### config.mk
export PLATFORM = sky130hd
export DESIGN_NAME = cv32e40x_fetch_sequencer
export DESIGN_NICKNAME = d
export VERILOG_FILES = /design/src/rtl/cv32e40x_pkg.sv /design/src/rtl/cv32e40x_fetch_sequencer.sv
export SDC_FILE = /design/constraint.sdc
export NUM_CORES = 1
export LEC_CHECK = 0
export CAP_MARGIN = 20
export CELL_PAD_IN_SITES_DETAIL_PLACEMENT = 1
export CELL_PAD_IN_SITES_GLOBAL_PLACEMENT = 1
export CORE_MARGIN = 3
export CORE_UTILIZATION = 15
export CTS_CLUSTER_DIAMETER = 60
export DETAILED_ROUTE_END_ITERATION = 6
export GPL_ROUTABILITY_DRIVEN = 0
export PLACE_DENSITY = 0.87
export SLEW_MARGIN = 20
export SYNTH_ARGS = -nofsm -noshare
export SYNTH_HDL_FRONTEND = slang
export SYNTH_SLANG_ARGS = --single-unit
### constraint.sdc
create_clock -name clk -period 6.1 [get_ports clk]
set_clock_uncertainty 0.15 [all_clocks]
set_input_delay 0.915 -clock clk [delete_from_list [all_inputs] [get_ports clk]]
set_output_delay 0.915 -clock clk [all_outputs]
set_load 0.01 [all_outputs]
### src/rtl/cv32e40x_pkg.sv
// Shared types for the cv32e40x fetch path.
// Privilege levels and fetch sequencer state encoding.
package cv32e40x_pkg;

    typedef enum logic [1:0] {
        PRIV_LVL_U = 2'b00,
        PRIV_LVL_S = 2'b01,
        PRIV_LVL_H = 2'b10,
        PRIV_LVL_M = 2'b11
    } privlvl_t;

    typedef enum logic {
        IDLE = 1'b0,
        RUN  = 1'b1
    } fetch_seq_state_e;

endpackage

### src/rtl/cv32e40x_fetch_sequencer.sv
// Fetch sequencer: PC source selection, request credit control
// and stale-response tracking for the instruction prefetcher.
module cv32e40x_fetch_sequencer
    import cv32e40x_pkg::*;
#(
    parameter int DEPTH   = 2,
    parameter int MAX_OUT = 2
) (
    input  logic                         clk,
    input  logic                         rst_n,
    input  logic                         fetch_en_i,
    input  logic                         ctrl_pc_set_i,
    input  logic [31:0]                  ctrl_pc_i,
    input  logic                         ctrl_ptr_i,
    input  privlvl_t                     ctrl_priv_i,
    input  logic                         branch_set_i,
    input  logic [31:0]                  branch_target_i,
    input  logic                         jump_set_i,
    input  logic [31:0]                  jump_target_i,
    input  privlvl_t                     cur_priv_i,
    output logic                         fetch_valid_o,
    output logic                         fetch_branch_o,
    output logic [31:0]                  fetch_branch_addr_o,
    output logic                         fetch_ptr_access_o,
    output privlvl_t                     fetch_priv_lvl_access_o,
    input  logic                         fetch_ready_i,
    input  logic                         resp_valid_i,
    input  logic                         buf_pop_i,
    output logic                         resp_discard_o,
    output logic                         buf_flush_o,
    output logic [$clog2(MAX_OUT+1)-1:0] outstanding_o
);

    localparam int OW = $clog2(MAX_OUT + 1);
    localparam int BW = $clog2(DEPTH + 1);
    localparam int CW = BW + 1;

    fetch_seq_state_e state_q, state_d;
    logic             run;

    logic [OW-1:0] outstanding_q, outstanding_d;
    logic [BW-1:0] buffered_q, buffered_d;
    logic [OW-1:0] discard_q, discard_d;

    logic          issue;
    logic          resp_keep;
    logic [CW-1:0] credit_sum;

    always_ff @(posedge clk or negedge rst_n) begin
        if (!rst_n) begin
            state_q <= IDLE;
        end else begin
            state_q <= state_d;
        end
    end

    always_comb begin
        state_d = state_q;
        unique case (state_q)
            IDLE:    if (ctrl_pc_set_i) state_d = RUN;
            RUN:     state_d = RUN;
            default: state_d = IDLE;
        endcase
    end

    always_comb begin
        run = (state_q == RUN);
    end

    // Controller redirects outrank EX branches, which outrank ID jumps
    always_comb begin
        fetch_branch_addr_o     = 32'h0;
        fetch_ptr_access_o      = 1'b0;
        fetch_priv_lvl_access_o = cur_priv_i;
        priority case (1'b1)
            ctrl_pc_set_i: begin
                fetch_branch_addr_o     = ctrl_pc_i;
                fetch_ptr_access_o      = ctrl_ptr_i;
                fetch_priv_lvl_access_o = ctrl_priv_i;
            end
            branch_set_i: fetch_branch_addr_o = branch_target_i;
            jump_set_i:   fetch_branch_addr_o = jump_target_i;
            default:      fetch_branch_addr_o = 32'h0;
        endcase
    end

    assign fetch_branch_o = ctrl_pc_set_i | branch_set_i | jump_set_i;
    assign buf_flush_o    = fetch_branch_o;

    // A redirect empties the buffer, so its words stop consuming credit
    assign credit_sum = CW'(outstanding_q)
                      + (fetch_branch_o ? '0 : CW'(buffered_q));

    assign fetch_valid_o = run && fetch_en_i
                        && (outstanding_q < OW'(MAX_OUT))
                        && (credit_sum < CW'(DEPTH));

    assign issue = fetch_valid_o & fetch_ready_i;

    assign resp_discard_o = rst_n & resp_valid_i
                          & ((discard_q != '0) | fetch_branch_o);

    assign resp_keep = resp_valid_i & ~resp_discard_o;

    assign outstanding_o = outstanding_q;

    always_comb begin
        outstanding_d = outstanding_q;
        unique case ({issue, resp_valid_i})
            2'b10:   outstanding_d = outstanding_q + OW'(1);
            2'b01:   outstanding_d = outstanding_q - OW'(1);
            default: outstanding_d = outstanding_q;
        endcase
    end

    always_comb begin
        buffered_d = buffered_q;
        if (buf_flush_o) begin
            buffered_d = '0;
        end else begin
            unique case ({resp_keep, buf_pop_i})
                2'b10:   buffered_d = buffered_q + BW'(1);
                2'b01:   buffered_d = buffered_q - BW'(1);
                default: buffered_d = buffered_q;
            endcase
        end
    end

    // Everything in flight at a redirect is stale except this cycle's issue
    always_comb begin
        discard_d = discard_q;
        if (fetch_branch_o) begin
            discard_d = outstanding_q - OW'(resp_valid_i);
        end else if (resp_valid_i && (discard_q != '0)) begin
            discard_d = discard_q - OW'(1);
        end
    end

    always_ff @(posedge clk or negedge rst_n) begin
        if (!rst_n) begin
            outstanding_q <= '0;
            buffered_q    <= '0;
            discard_q     <= '0;
        end else begin
            outstanding_q <= outstanding_d;
            buffered_q    <= buffered_d;
            discard_q     <= discard_d;
        end
    end

    a_resp_underflow: assert property (
        @(posedge clk) disable iff (!rst_n)
        !(resp_valid_i && (outstanding_q == '0))
    );

    a_pop_underflow: assert property (
        @(posedge clk) disable iff (!rst_n)
        !(buf_pop_i && (buffered_q == '0))
    );

endmodule
* Word level (Yosys, flattened, before mapping)
Cells that the tools add are included.
** Operators by class
- Add/sub/neg operators :: 7
- Order comparisons :: 2
- Eq/ne operators :: 4
- Muxes and demuxes :: 13
- Bitwise operators :: 9
- Reductions and logical operators :: 8
** Operator list (number)
- 32-bit 2-to-1 mux :: 3
- 2-bit 2-to-1 mux :: 5
- 2-bit case mux with 2 select lines :: 2
- 2-bit nonzero test :: 3
- 2-bit by 1-bit subtractor with 2-bit output (second input constant) :: 3
- 2-bit by 1-bit adder with 2-bit output (second input constant) :: 2
- 1-bit AND :: 4
- 2-bit by 1-bit equality test with 1-bit output (second input constant) :: 2
- 2-bit equality test (second input constant) :: 2
- 1-bit logical AND :: 4
- 2-bit by 2-bit adder with 3-bit output :: 1
- 3-bit by 2-bit less-than comparator with 1-bit output (second input constant) :: 1
- 1-bit OR :: 3
- 3-bit nonzero test :: 1
- 2-bit less-than comparator (second input constant) :: 1
- 1-bit 2-to-1 mux :: 2
- 1-bit NOT :: 2
- 1-bit case mux with 2 select lines :: 1
- 2-bit by 1-bit subtractor with 2-bit output :: 1
** Storage, ports and cells
- Register bits after elaboration :: 7
- Output and inout port bits :: 41
- Logic and storage cells :: 47

* Depth between registers and ports, before layout
- Depth in word-level cells :: 9
- Mapped depth :: 10

* Worst setup path after synthesis
No wires, ideal clock.
- Path kind :: input -> output
- From :: in branch_set_i
- To :: out fetch_valid_o
- Data arrival time :: 2.487 ns
- Data required time :: 5.035 ns
- Setup slack :: 2.548 ns
- Cell stages on the path :: 5
- Buffers on the path :: 1
- Cells stage by stage :: buf_6 > nor3_1 > and2_1 > fa_1 > nor4_1
** On the way
- Word-level cells in the longest chain between the ends :: 6
** RTL lines
- start, declared :: line cv32e40x_fetch_sequencer.sv:16 : input logic branch_set_i,
- 1-bit OR (2 in a row) :: line cv32e40x_fetch_sequencer.sv:87 : assign fetch_branch_o = ctrl_pc_set_i | branch_set_i | jump_set_i;
- 2-bit 2-to-1 mux :: line cv32e40x_fetch_sequencer.sv:92 : + (fetch_branch_o ? '0 : CW'(buffered_q));
- 2-bit by 2-bit adder with 3-bit output :: line cv32e40x_fetch_sequencer.sv:92
- 3-bit by 2-bit less-than comparator with 1-bit output :: line cv32e40x_fetch_sequencer.sv:96 : && (credit_sum < CW'(DEPTH));
- 1-bit logical AND :: line cv32e40x_fetch_sequencer.sv:96
- end, declared :: line cv32e40x_fetch_sequencer.sv:21 : output logic fetch_valid_o,
Every way passes these cells.

* Final worst setup path
Same ends and word-level chain as after synthesis.

==> flow_summary.ini <==
[outcome]
status = finished clean

[die]
die_y_um = 91.8
initial_core_util_pct = 15.9
num_rows = 30
die_w_um = 91.8
core_um2 = 6940
top_level_ports = 151
dieArea_um2 = 8420

[layout]
final_area_um2 = 2710
syn2layout_area_growth_pct = 146
final_nets = 420
multi_input_area_um2 = 835
seqCellArea_um2 = 175
n_fill_cell = 848
final_cell_count_no_fill = 401
drive_gt1_share_pct = 4.26
diodes = 0

[setup_path]
cp.required_ns = 5.03
crit_path_cell_trace = clkdlybuf4s50_1, buf_4, nor3_1, and2_1, fa_1, nor4_1, clkdlybuf4s50_1
cp_common_cell = clkdlybuf4s50_1
rr_worst_depth = 7
cpPeakStageDelay_ns = 0.62
crit_slowest_cell = clkdlybuf4s50_1
end_kind = output port
cp_max_fo = 36
arrival_ns = 3.72
critPathKind = input pin to output port
critical_path.startpoint_type = input pin

[drt]
drtIter0Drc = 20
num_vias = 1819
drt-wirelength-per-cell_um = 14.3
top_layer = met5
drcViolationCount = 0
drt_pass1_iterations = 4
wl_met3_um = 660
wl_met2_um = 2970
ant_nets = 0
wl_met1_um = 2080
viasPerCell = 4.54
drt-total-wl_um = 5750

[sta]
finalSetupViolations = 0
slew_violations = 0
timing.final.ws_setup_ns = 1.32
hold_viol_final = 0
tns_ns = 0
relSlewSlack_pct = 56.8
fmax_mhz = 209
finalCritPeriodShare_pct = 78.4
rsz0062_at_grt = false
fin_crit_ns = 4.78
worstMarginPinSlew_ns = 0.645

[synth]
synthArstFlopShare_pct = 100
synth-edff-count = 0
syn_inst = 164
ys_types = 28
seq_area_frac_synth_pct = 15.9
yosys_register_bits = 7
syn-cell-area_um2 = 1100
syn-num-nets = 278
avgSynthCellArea_um2 = 6.73
synth_flop_cell = dfrtp_1
ys_warn_count = 0

[pwr]
ir_drop_uv = 60.6
p_leak_nw = 1.04
powerDensity_nw_per_um2 = 145

[clocking]
cts_resized = 0
clk_latency_ns = 0.22
clockBufferDepth = 2
cts_tree = done
cts_sinks = 7
clk_pin_slew_ns = 0.04
cts_root_buf = clkbuf_8
numCtsBuffers = 3
cts-htree-levels = 1
cts_setup_buffers = 0
cts_hold_buf = 0

[place]
portBuffers = 150
place_inst = 397
hpwl_um = 4810
placed_cell_area_um2 = 2670
dp_slack_ns = 1.31

[grt]
antenna_found_initial = 1
grt_pass1_wl_um = 8850
grt_max_degree = 70
grt_use_total_pct = 12.4
overflow = 0
grt_pass1_vias = 1974

[flow_run]
maxCapViolations = 0

[min_path]
hold_class = register to register
whs_path_depth = 1
-- placed cells by master, fill, tap and decap left out, drive strengths merged, types with 4 or more instances in the layout --
| cell type | n |
|---|---|
| clkbuf | 4 |
| clkdlybuf4s50 | 149 |
| inv | 5 |
| a22oi | 31 |
| buf | 4 |
| nor2 | 6 |
| dfrtp | 7 |
| xnor2 | 5 |
| nand2 | 36 |
| o21ai | 33 |
-- state kept, by name (all words and copies together) (netlist names) --
register       cells
discard_q          2
run                1
outstanding_o      2
buffered_q         2
-- through the flow --
step / hold WS (ns) / utilization (%) / power, mW
floorplan: 0.287 / - / 0.181
global placement: 0.307 / 38.4 / 0.323
detailed placement: 0.329 / 38.4 / 0.332
CTS: 0.342 / 39.1 / 0.401
global route: 0.367 / 39.1 / 0.423
finish: 0.333 / 39.1 / 0.393
-- worst max-delay path: cells and delay by family --
family | cells | cell delay [ns]
buffers and inverters | 3 | 1.26
and+or+nand+nor | 3 | 1.08
adders and majority gates | 1 | 0.43
-- where the power goes --
| group | internal, mW | total (mW) | switching (mW) |
|---|---|---|---|
| clock | 0.0451 | 0.0638 | 0.0187 |
| sequential | 0.0613 | 0.0777 | 0.0164 |
| combinational | 0.158 | 0.252 | 0.0941 |
-- cell type report --
class,instances,area share [%]
sequential,7,6.46
timing repair buffer,153,56.0
tap,96,4.43
inverter,5,0.692
clock buffer,4,1.66
multi-input combinational,136,30.8
-- per-layer routing --
| layer | vias to the layer above | GRT usage [%] |
|---|---|---|
| li1 | 867 | - |
| met1 | 851 | 12.5 |
| met2 | 95 | 24.7 |
| met3 | 4 | 5.17 |
| met4 | 2 | 0.866 |
| met5 | - | 0 |
-- worst paths after layout --
check                      slack (ns)          endpoint        startpoint
max reg2reg                      3.72  outstanding_o[1]  outstanding_o[0]
max                              1.32     fetch_valid_o      branch_set_i
min in group asynchronous        0.83  outstanding_o[1]             rst_n
min reg2reg                      0.33               run               run
min                              0.33               run               run
max in group asynchronous        4.69      discard_q[0]             rst_n
-- cells in the mapped netlist, types with 3 or more instances --
master	instances	area, µm²
a22oi_1	31	233
and2_1	3	18.8
buf_2	5	25.0
clkbuf_1	9	33.8
dfrtp_1	7	175
ha_1	3	37.5
inv_1	5	18.8
nand2_1	36	135
nand2b_1	3	18.8
nor2_1	6	22.5
o21ai_0	32	160
xnor2_1	5	43.8
-- cell families (layout without fill, tap and decap cells) --
family,after synthesis,count (layout),share of synthesized area (%)
AO/OA/AOI/OAI,67,67,38.0
XOR/XNOR,6,6,4.76
adder cells (fa/ha/maj),4,4,5.22
buffers and inverters,21,162,8.73
flip-flops,7,7,15.9
multiplexers,5,5,4.88
AND/OR/NAND/NOR,54,54,22.6
(Power assumes the default switching activity.)
